## src/rtl/ieee754_to_fixed.sv

```systemverilog
// IEEE-754 single to signed Q16.16 (round toward zero). Latency counts the accepting edge: out_valid is high n+2 edges in, n = shift distance (0..24).
// Single operand in flight: in_ready only in IDLE; the result holds in DONE until out_ready.
module ieee754_to_fixed (
  input  logic        clk,
  input  logic        rst_n,
  input  logic        in_valid,
  output logic        in_ready,
  input  logic [31:0] in_data,
  output logic        out_valid,
  input  logic        out_ready,
  output logic [31:0] out_data,
  output logic [3:0]  out_flags
);

  typedef enum logic [1:0] {IDLE, CLASSIFY, SHIFT, DONE} state_t;

  state_t      r_state;
  logic [31:0] r_op;
  logic [31:0] r_mag;
  logic [31:0] r_data;
  logic [3:0]  r_flags;
  logic [4:0]  r_cnt;
  logic        r_left;
  logic        r_sticky;
  logic        r_in_ready;
  logic        r_out_valid;

  logic        w_sign;
  logic [7:0]  w_exp;
  logic [22:0] w_man;
  logic [23:0] w_sig;
  logic        w_left;
  logic        w_shiftable;
  logic [4:0]  w_n;
  logic [31:0] w_dir_data;
  logic [3:0]  w_dir_flags;
  logic [31:0] w_mag_nxt;
  logic        w_sticky_nxt;
  logic [31:0] w_signed;

  assign w_sign      = r_op[31];
  assign w_exp       = r_op[30:23];
  assign w_man       = r_op[22:0];
  assign w_sig       = {1'b1, w_man};
  assign w_left      = (w_exp > 8'd134);
  // Exponents 110..141 (other than the d=0 case) need an iterative shift.
  assign w_shiftable = (w_exp >= 8'd110) && (w_exp <= 8'd141) && (w_exp != 8'd134);
  assign w_n         = !w_shiftable ? 5'd0 :
                       w_left ? 5'(w_exp - 8'd134) : 5'(8'd134 - w_exp);

  always_comb begin
    w_dir_data  = 32'h0000_0000;
    w_dir_flags = 4'b0000;
    if (w_exp == 8'd0) begin
      w_dir_flags = {3'b000, |w_man};
    end else if (w_exp == 8'hFF) begin
      if (w_man == 23'd0) begin
        w_dir_data  = w_sign ? 32'h8000_0000 : 32'h7FFF_FFFF;
        w_dir_flags = 4'b0100;
      end else begin
        w_dir_flags = 4'b1000;
      end
    end else if (w_exp >= 8'd142) begin
      // -32768.0 is the one out-of-range exponent that is exactly representable.
      if (r_op == 32'hC700_0000) begin
        w_dir_data = 32'h8000_0000;
      end else begin
        w_dir_data  = w_sign ? 32'h8000_0000 : 32'h7FFF_FFFF;
        w_dir_flags = 4'b0010;
      end
    end else if (w_exp <= 8'd109) begin
      w_dir_flags = 4'b0001;
    end else begin
      w_dir_data = w_sign ? (32'h0000_0000 - {8'h00, w_sig}) : {8'h00, w_sig};
    end
  end

  assign w_mag_nxt    = r_left ? {r_mag[30:0], 1'b0} : {1'b0, r_mag[31:1]};
  assign w_sticky_nxt = r_sticky | (~r_left & r_mag[0]);
  assign w_signed     = w_sign ? (32'h0000_0000 - w_mag_nxt) : w_mag_nxt;

  always_ff @(posedge clk or negedge rst_n) begin
    if (!rst_n) begin
      r_state     <= IDLE;
      r_op        <= 32'h0000_0000;
      r_mag       <= 32'h0000_0000;
      r_data      <= 32'h0000_0000;
      r_flags     <= 4'b0000;
      r_cnt       <= 5'd0;
      r_left      <= 1'b0;
      r_sticky    <= 1'b0;
      r_in_ready  <= 1'b1;
      r_out_valid <= 1'b0;
    end else begin
      case (r_state)
        IDLE: begin
          if (in_valid) begin
            r_op       <= in_data;
            r_in_ready <= 1'b0;
            r_state    <= CLASSIFY;
          end
        end
        CLASSIFY: begin
          r_mag    <= {8'h00, w_sig};
          r_left   <= w_left;
          r_cnt    <= w_n;
          r_sticky <= 1'b0;
          if (w_n == 5'd0) begin
            r_data      <= w_dir_data;
            r_flags     <= w_dir_flags;
            r_out_valid <= 1'b1;
            r_state     <= DONE;
          end else begin
            r_state <= SHIFT;
          end
        end
        SHIFT: begin
          r_mag    <= w_mag_nxt;
          r_sticky <= w_sticky_nxt;
          r_cnt    <= r_cnt - 5'd1;
          if (r_cnt == 5'd1) begin
            r_data      <= w_signed;
            r_flags     <= {3'b000, w_sticky_nxt};
            r_out_valid <= 1'b1;
            r_state     <= DONE;
          end
        end
        DONE: begin
          if (out_ready) begin
            r_out_valid <= 1'b0;
            r_in_ready  <= 1'b1;
            r_state     <= IDLE;
          end
        end
        default: begin
          r_out_valid <= 1'b0;
          r_in_ready  <= 1'b1;
          r_state     <= IDLE;
        end
      endcase
    end
  end

  assign in_ready  = r_in_ready;
  assign out_valid = r_out_valid;
  assign out_data  = r_data;
  assign out_flags = r_flags;

endmodule

```

## config.mk

```make
export PLATFORM = sky130hd
export DESIGN_NAME = ieee754_to_fixed
export DESIGN_NICKNAME = d
export VERILOG_FILES = /design/src/rtl/ieee754_to_fixed.sv
export SDC_FILE = /design/constraint.sdc
export NUM_CORES = 1
export LEC_CHECK = 0
export CORE_MARGIN = 8
export CORE_UTILIZATION = 50
export CTS_BUF_LIST = sky130_fd_sc_hd__clkbuf_8
export CTS_CLUSTER_DIAMETER = 100
export DETAILED_ROUTE_END_ITERATION = 10
export DONT_BUFFER_PORTS = 1
export GPL_ROUTABILITY_DRIVEN = 0
export GPL_TIMING_DRIVEN = 1
export SYNTH_ARGS = -nofsm -noshare
export SYNTH_HDL_FRONTEND = slang
export SYNTH_SLANG_ARGS = --single-unit
```

## constraint.sdc

```tcl
create_clock -name clk -period 5.4 [get_ports clk]
set_clock_uncertainty 0.2 [all_clocks]
set_input_delay 0.54 -clock clk [delete_from_list [all_inputs] [get_ports clk]]
set_output_delay 0.54 -clock clk [all_outputs]
set_load 0.02 [all_outputs]
```

== Word level (Yosys, flattened, before mapping) ==
Cells that the tools add are included.

* Register bits: 111
* Input bits: 36
* Logic and storage cells: 88
* Output and inout port bits: 38

* Magnitude comparators: 5
* Reductions and logical operators: 15
* Bitwise gates (word level): 3
* Add/subtract/negate cells: 5
* Mux-type cells: 39
* Equal/unequal tests: 11

{| class="wikitable"
|+ Operators with widths
! kind !! number
|-
| 32-bit 2-to-1 mux || 12
|-
| 32-bit one-hot mux with 2 select lines || 2
|-
| 32-bit == test (second input constant) || 1
|-
| 1-bit by 32-bit subtractor with 32-bit output (first input constant) || 1
|-
| 1-bit by 24-bit subtractor with 25-bit output (first input constant) || 1
|-
| 4-bit 2-to-1 mux || 6
|-
| 23-bit zero test || 1
|-
| 23-bit OR reduction || 1
|-
| 5-bit 2-to-1 mux || 2
|-
| 5-bit one-hot mux with 2 select lines || 1
|-
| 3-bit AND reduction || 3
|-
| 8-bit == test (second input constant) || 1
|-
| 8-bit by 7-bit >= comparator with 1-bit output (second input constant) || 1
|-
| 8-bit >= comparator (second input constant) || 1
|-
| 8-bit greater-than comparator (second input constant) || 1
|-
| 8-bit by 7-bit less-or-equal comparator with 1-bit output (second input constant) || 1
|-
| 8-bit less-or-equal comparator (second input constant) || 1
|-
| 8-bit zero test || 1
|-
| 2-bit 2-to-1 mux || 4
|-
| 2-bit inequality test (second input constant) || 4
|-
| 8-bit inequality test (second input constant) || 1
|-
| 2-bit one-hot mux with 4 select lines || 1
|-
| 4-bit one-hot mux with 2 select lines || 1
|-
| 1-bit 2-to-1 mux || 7
|-
| 18 further kinds || 22
|}

== Depth between registers and ports, before layout ==
* Word-level depth: 8
* Depth in mapped cells: 13
* Gate-level depth less buffers: 10

== Least setup slack after synthesis ==
OpenSTA, ideal clock, no wires.

* Kind: reg2reg
* Start point: register r_left
* End point: register r_data[16] (netlist: out_data[16])
* Setup slack: 2.052 ns
* Library setup time: 0.125 ns
* Period minus slack after synthesis: 3.348 ns
* Data required time: 5.075 ns
* Cell stages (with the launch flop): 14
* Arrival time: 3.022 ns
* Path buffers: 4
* Path through: dfrtp_1 > buf_2 > buf_2 > buf_2 > buf_2 > mux2i_1 > ha_1 > nor3b_1 > o221ai_1 > nand2b_1 > o31ai_1 > xnor2_1 > o22ai_1 > mux2_4

* Word-level cells in the longest chain between the ends: 5

{| class="wikitable"
|+ RTL lines
! item !! line !! text
|-
| from (decl) || 23 || <nowiki>logic r_left;</nowiki>
|-
| from (signal assigned) || 105 || <nowiki>r_left <= w_left;</nowiki>
|-
| 32-bit 2-to-1 mux (*) || 78 || <nowiki>assign w_mag_nxt = r_left ? {r_mag[30:0], 1'b0} : {1'b0, r_mag[31:1]};</nowiki>
|-
| 1-bit by 32-bit subtractor with 32-bit output || 80 || <nowiki>assign w_signed = w_sign ? (32'h0000_0000 - w_mag_nxt) : w_mag_nxt;</nowiki>
|-
| 32-bit 2-to-1 mux (*) || 80 ||
|-
| 32-bit 2-to-1 mux (*) || 121 || <nowiki>if (r_cnt == 5'd1) begin</nowiki>
|-
| 32-bit one-hot mux with 2 select lines (*) || 95 || <nowiki>case (r_state)</nowiki>
|-
| to (signal assigned) || 109 || <nowiki>r_data <= w_dir_data;</nowiki>
|-
| to (signal assigned) || 122 || <nowiki>r_data <= w_signed;</nowiki>
|-
| to (decl) || 20 || <nowiki>logic [31:0] r_data;</nowiki>
|}

Every way passes the cells marked *; elsewhere a longest branch is shown, timed or not. The select of a mux whose other input is x is not followed.
A chain may end at the register's enable or synchronous reset.

== Final worst setup path ==
* Start point: register r_op[25]
* End point: register r_data[8] (netlist: out_data[8])

* Word-level cells in the longest chain between the ends: 7
* Elaborated cells between the ends (all ways): 25
* Classes of those cells: add/sub (2); order compare (5); eq/ne (4); mux (9); reduce/logical (5)

{| class="wikitable"
|+ RTL lines
! item !! line !! text
|-
| from (decl) || 18 || <nowiki>logic [31:0] r_op;</nowiki>
|-
| from (signal assigned) || 98 || <nowiki>r_op <= in_data;</nowiki>
|-
| 8-bit by 7-bit less-or-equal comparator with 1-bit output (tied with other cells) || 71 || <nowiki>end else if (w_exp <= 8'd109) begin</nowiki>
|-
| 32-bit 2-to-1 mux (tied with other cells) || 71 ||
|-
| 32-bit 2-to-1 mux or 1-bit logical AND (tied branches) || 63, 47 ||
|-
| 32-bit 2-to-1 mux or 5-bit 2-to-1 mux (tied branches) || 56, 48 ||
|-
| 32-bit 2-to-1 mux or 5-bit zero test (tied branches) || 54, 108 ||
|-
| 32-bit 2-to-1 mux or 2-bit inequality test (tied branches) || -- ||
|-
| 32-bit one-hot mux with 2 select lines or 3-bit AND reduction (tied branches) || -- ||
|}

Parallel ways exist; a longest one is shown, timed or not. The select of a mux whose other input is x is not followed.

==> summary.md <==
| Metric | Value |
|---|---|
| Htree depth | 3 |
| Area Growth Syn to Fin | 4.25% |
| Post-detailed-routing wire length | 20.8 mm |
| Vias/cell | 6.46 |
| Final hold vios | 0 |
| Worst-path cell chain | ha_1 > nor2b_1 > o21a_1 > nor2_1 > o32ai_1 > o211ai_4 > nand2_4 > mux2_2 |
| Final setup vio count | 0 |
| First-pass GRT wire length | 33.4 mm |
| Ys flop type | dfrtp_1 |
| Worst hold path class | in2reg |
| Netlist Area Pre-Place | 7620 µm² |
| Mapped Nets | 853 |
| DRC marker count from the first detailed-route iteration | 577 |
| Critical Path AT | 3.91 ns |
| Post-synthesis cell count | 800 |
| Critical path endpoint category | flop |
| GRT Overall Usage | 0.214 |
| Slowest cell on the critical path | o32ai_1 |
| Hold Path Stages | 1 |
| Avg Inst Size Synth | 9.52 µm² |
| Core Box Area | 15,000 µm² |
| EDFF count, synth | 0 |
| Area contributors post-synth | dfrtp_1, mux2_2, mux2_4 |
| CTS tree | yes |
| FP Rows | 45 |
| Yosys warning count | 0 |
| Worst VDD drop | 449 µV |
| LEAKAGE | 3.27 nW |
| Largest net degree at the start of global routing | 112 |
| DR DRC count | 0 |
| Power density cells | 759 nW/µm² |
| Dominant cell type by area after synthesis | dfrtp_1 |
| Fin crit share | 0.706 |
| Worst-Margin Slew | 1.13 ns |
| Fmax | 262 MHz |
| First-pass DRT Iterations | 5 |
| Post-DP HPWL | 15.0 mm |
| Most numerous cell in the Yosys netlist | dfrtp_1 |
| Die width | 139 µm |
| Worst Setup Start Kind | flop |
| Post-route ant nets | 0 |
| Crit-path max FO | 34 |
| Status | complete, no violations |
| Clk_lat worst skew | 0.40 ns |
| Share of cells above drive strength 1 | 0.157 |
| DR vias | 6,251 |
| Bufs on Longest Clock Path | 2 |
| Critical path type | reg2reg |
| Setup TNS | 0 ns |
| Critical path's largest stage delay | 0.92 ns |
| Slew Viols, Final | 0 |
| Port-buffer cells | 0 |
| Total CTS buffers | 9 |
| Root buf cell | clkbuf_8 |
| Part of the Yosys area used for sequential elements | 0.365 |
| Initial Util | 0.507 |
| Io pins | 74 |
| Final nets | 827 |
| Antenna Cells | 0 |
| Worst-path clk slew | 0.11 ns |
| Total grt overflow | 0 |
| WP data required | 5.50 ns |
| Unrepaired setup endpoints after global routing | false |
| Postcts setup bufs | 0 |
| Initial antenna violation count | 0 |
| Reg2reg path depth | 8 |
| Post-layout min period | 3.81 ns |
| Yosys top cell area share | 0.361 |
| Clk sinks | 111 |
| DIE HEIGHT | 139 µm |
| Wire length per cell | 21.5 µm |
| Yosys cell types | 75 |
| Max-cap viol count | 0 |
| Post-synth ARST share | 1.00 |
| Slew headroom | 0.239 |
| Area of the die | 19,400 µm² |
| Total power | 0.00603 W |
| Vias in the first global route | 5,923 |
| Synth top cells by count | dfrtp_1, nand2_1, mux2_2, o21ai_0, a21oi_1 |
| Seq cells post-synth | 111 |
[power breakdown]
group	leakage (nW)	switching (W)	internal, W
sequential	1.37	0.000749	0.00122
clock	0.105	0.000305	0.000231
combinational	1.79	0.00194	0.00159
[layer usage]
metal / GRT usage / up-vias / routed length, µm
li1: - / 2910 / -
met1: 0.302 / 3043 / 9620
met2: 0.316 / 259 / 9030
met3: 0.0489 / 39 / 1590
met4: 0.0687 / 0 / 549
met5: 0 / - / 0
[flip-flops by register name (all words and copies together) (netlist names)]
signal,cells
r_mag,32
r_left,1
r_cnt,5
r_state,2
out_data,32
in_ready,1
out_valid,1
r_op,32
r_sticky,1
out_flags,4
[cells in the final DEF (no fill, tap or decap), types with 5 or more instances in the layout]
cell / n
dfrtp_1: 109
nand2_1: 56
mux2_2: 51
o21ai_0: 50
a21oi_1: 48
nor2_1: 44
inv_1: 36
xnor2_1: 32
mux2i_1: 31
mux2_4: 29
nor3_1: 23
o211ai_1: 21
o22ai_1: 20
ha_1: 16
nand3_1: 15
o31ai_1: 15
nor4_1: 13
a31oi_1: 10
clkbuf_8: 10
xor2_1: 9
nor3b_1: 7
nand2b_1: 7
buf_4: 7
or3_1: 6
nand4_1: 6
and3_1: 6
o21a_1: 6
nor2b_1: 5
nand3b_1: 5
o221ai_1: 5
[stage by stage]
stage                     cells  utilization  cell area [µm²]  hold slack, ns  worst slack, ns
after global routing        967        0.528             7940          0.0669             1.30
after CTS                   967        0.528             7940          0.0673             1.56
after detailed placement    949        0.512             7700          0.0507             1.59
after floorplan             800            -             7620          0.0444             2.05
after global placement      949        0.512             7700          0.0493             1.73
final                       967        0.528             7940          0.0818             1.59
[path summary, 6_finish.rpt]
path / from / to / slack [ns]
setup / recovery: r_op[25] / out_data[8] / 1.59
hold / removal: in_data[10] / r_op[10] / 0.08
setup reg to reg: r_op[25] / out_data[8] / 1.59
hold reg to reg: r_mag[31] / r_mag[31] / 0.36
max in group asynchronous: rst_n / r_left / 4.02
min in group asynchronous: rst_n / out_data[25] / 0.49
[cell type report]
cell class                 count  area [µm²]
clock buffer                  10         138
clock inverter                 6        67.6
fill                        1363        7090
inverter                      38         143
multi-input combinational    605        4490
sequential                   111        2780
tap                          188         235
timing repair buffer           9        90.1
[worst max-delay path: cells and delay by family (launching register included)]
kind / cells / cell delay (ns)
AND/OR/NAND/NOR: 3 / 0.89
flip-flops: 1 / 0.56
adder cells (fa/ha/maj): 1 / 0.26
AO/OA/AOI/OAI: 3 / 1.37
multiplexers: 1 / 0.41
[timing repair]
action                                 4_1_cts  5_1_grt
hold buffers                                 2        0
resized for setup                            0        0
endpoints found under the hold margin      111        0
[cells by family after synthesis]
logic type,share of synthesized area
AO/OA/AOI/OAI,0.193
adder cells (fa/ha/maj),0.0279
buffers and inverters,0.0463
multiplexers,0.173
AND/OR/NAND/NOR,0.145
XOR/XNOR,0.0493
flip-flops,0.365
No activity file was read; power rests on OpenSTA's default activity.
==> patch (config.mk and constraints unchanged) <==
Re-encode `state_t` (4 states) as one-hot, 4 bits wide.
--- a/src/rtl/ieee754_to_fixed.sv
+++ b/src/rtl/ieee754_to_fixed.sv
@@ -13,5 +13,5 @@
 );
 
-  typedef enum logic [1:0] {IDLE, CLASSIFY, SHIFT, DONE} state_t;
+  typedef enum logic [3:0] {IDLE = 4'b0001, CLASSIFY = 4'b0010, SHIFT = 4'b0100, DONE = 4'b1000} state_t;
 
   state_t      r_state;
Formal check against the unedited RTL: no difference found for any inputs over 4 cycles, from zero or initial values and one cycle with rst_n low; so few cycles prove little.
==> patch against the original RTL <==
Synthesized area rose by 0.31%. Clock power up 59%. Maximum frequency down 2.0%. Routed wire length increased by 7.4%. Sequential share of layout area decreased by 1.5 points. Design area is 6.3% higher. Worst setup slack lost 0.077 ns. Sequential cell count is 2 higher. Die area rose by 0.27%. Power down 8.1%. First-iteration DRC count rose by 6.9%. Via count increased by 7.7%. Worst hold slack got worse by 0.060 ns. Critical endpoint is now out_data[9]. Largest cell class unchanged. Highest routed layer unchanged.
==> patch: results (changes against the original RTL) <==
{
  "run_status": {"value": "finished, final reports clean", "change": "unchanged"},
  "detailroute.wirelength.met3": {"value": 1650, "unit": "um", "change": "was 1590 um"},
  "wirelength": {"value": 22300, "unit": "um", "change": "was 20800 um"},
  "cells_taking_the_most_area_after_synthesis": {"value": "sky130_fd_sc_hd__dfrtp_1 36%, sky130_fd_sc_hd__nand2_1 6.8%, sky130_fd_sc_hd__mux2_4 5.9%", "change": "was sky130_fd_sc_hd__dfrtp_1 36%, sky130_fd_sc_hd__mux2_2 7.5%, sky130_fd_sc_hd__mux2_4 5.7%"},
  "dpl-instance-area": {"value": 7700, "unit": "sq um", "change": "about the same"},
  "grt_first_pass_wirelength": {"value": 36400, "unit": "um", "change": "was 33400 um"},
  "finalHoldWorstSlack": {"value": 0.0220, "unit": "ns", "change": "was 0.0818 ns"},
  "worst_case_reg_to_reg_path_depth": {"value": 7, "change": "was 8"},
  "slew_headroom": {"value": 24.0, "unit": "%", "change": "was 23.9%"},
  "cts.clk_slew.worst_paths": {"value": 0.09, "unit": "ns", "change": "was 0.11 ns"},
  "synth.mux.area_fraction": {"value": 11.9, "unit": "%", "change": "was 17.3%"},
  "cts_h_tree_depth": {"value": 4, "change": "was 3"},
  "postSynthCellCount": {"value": 846, "change": "was 800"},
  "postSynthNetCount": {"value": 894, "change": "was 853"},
  "dpl.hpwl": {"value": 15200, "unit": "um", "change": "was 15000 um"},
  "power.internal": {"value": 0.00284, "unit": "W", "change": "was 0.00303 W"},
  "cp_data_arrival_time": {"value": 4.03, "unit": "ns", "change": "was 3.91 ns"},
  "grt_max_degree": {"value": 114, "change": "was 112"},
  "synth.yosys.seq_area_share": {"value": 37.0, "unit": "%", "change": "was 36.5%"},
  "holdCritStartpoint": {"value": "in_data[0]", "change": "was in_data[10]"},
  "instances_no_fill": {"value": 1055, "change": "was 967"},
  "timing.critical_path.to": {"value": "out_data[9]", "change": "was out_data[8]"},
  "met2RoutedLength": {"value": 9750, "unit": "um", "change": "was 9030 um"},
  "n_fill_cell": {"value": 1370, "change": "was 1363"},
  "fraction_of_the_mapped_netlist_area_in_compound_gates": {"value": 19.2, "unit": "%", "change": "was 19.3%"},
  "post-place-ws": {"value": 1.56, "unit": "ns", "change": "was 1.59 ns"},
  "synth_adder_area_share": {"value": 1.96, "unit": "%", "change": "was 2.79%"},
  "place.detailed.instances": {"value": 991, "change": "was 949"},
  "clock.fmax": {"value": 257, "unit": "MHz", "change": "was 262 MHz"},
  "clock_latency": {"value": 0.46, "unit": "ns", "change": "was 0.40 ns"},
  "timing.reg2reg.setup_slack": {"value": 1.51, "unit": "ns", "change": "was 1.59 ns"},
  "final_layout_size_suffix_gt1_share": {"value": 13.1, "unit": "%", "change": "was 15.7%"},
  "worst_setup_path_startpoint": {"value": "r_op[26]", "change": "was r_op[25]"},
  "globalRouteTotalUtil": {"value": 23.2, "unit": "%", "change": "was 21.4%"},
  "hold_depth": {"value": 2, "change": "was 1"}
}
patch: cell count changes in the layout (fill, tap and decap cells not counted), moves of 6 or more:
cell / unedited run / this run
sky130_fd_sc_hd__a21oi_1: 48 / 35
sky130_fd_sc_hd__a221o_1: 0 / 24
sky130_fd_sc_hd__clkbuf_8: 10 / 17
sky130_fd_sc_hd__dlygate4sd3_1: 1 / 31
sky130_fd_sc_hd__inv_1: 36 / 14
sky130_fd_sc_hd__mux2_2: 51 / 12
sky130_fd_sc_hd__nand2_1: 56 / 139
sky130_fd_sc_hd__nor2_1: 44 / 63
sky130_fd_sc_hd__nor4_1: 13 / 6
sky130_fd_sc_hd__o211ai_1: 21 / 10
sky130_fd_sc_hd__o22ai_1: 20 / 14
sky130_fd_sc_hd__o31ai_1: 15 / 21
sky130_fd_sc_hd__or3_1: 6 / 14
sky130_fd_sc_hd__or4_1: 1 / 7
patch: worst max-delay path: stages (launching register included):
cell                       delay (ns)
sky130_fd_sc_hd__dfrtp_1         0.55
sky130_fd_sc_hd__nor4_1          0.95
sky130_fd_sc_hd__a211oi_1        0.18
sky130_fd_sc_hd__a21oi_1         0.19
sky130_fd_sc_hd__xor2_1          0.15
sky130_fd_sc_hd__o31a_4          0.42
sky130_fd_sc_hd__nor2_8          0.69
sky130_fd_sc_hd__mux2_2          0.41
patch: cell type report:
class	count	area (sq um)	share of cell area, %
multi-input cells	666	4500	53.3
flip-flops and latches	113	2830	33.5
repair buffers	42	413	4.89
well taps	188	235	2.79
clock buffers	17	234	2.77
clock inverters	15	176	2.09
inverters	14	52.6	0.622
patch: routing by layer:
layer  vias up  GRT usage [%]
met5         -              0
met4         0           6.57
met3        31           5.37
met2       287           33.7
met1      3305           33.5
li1       3109              -
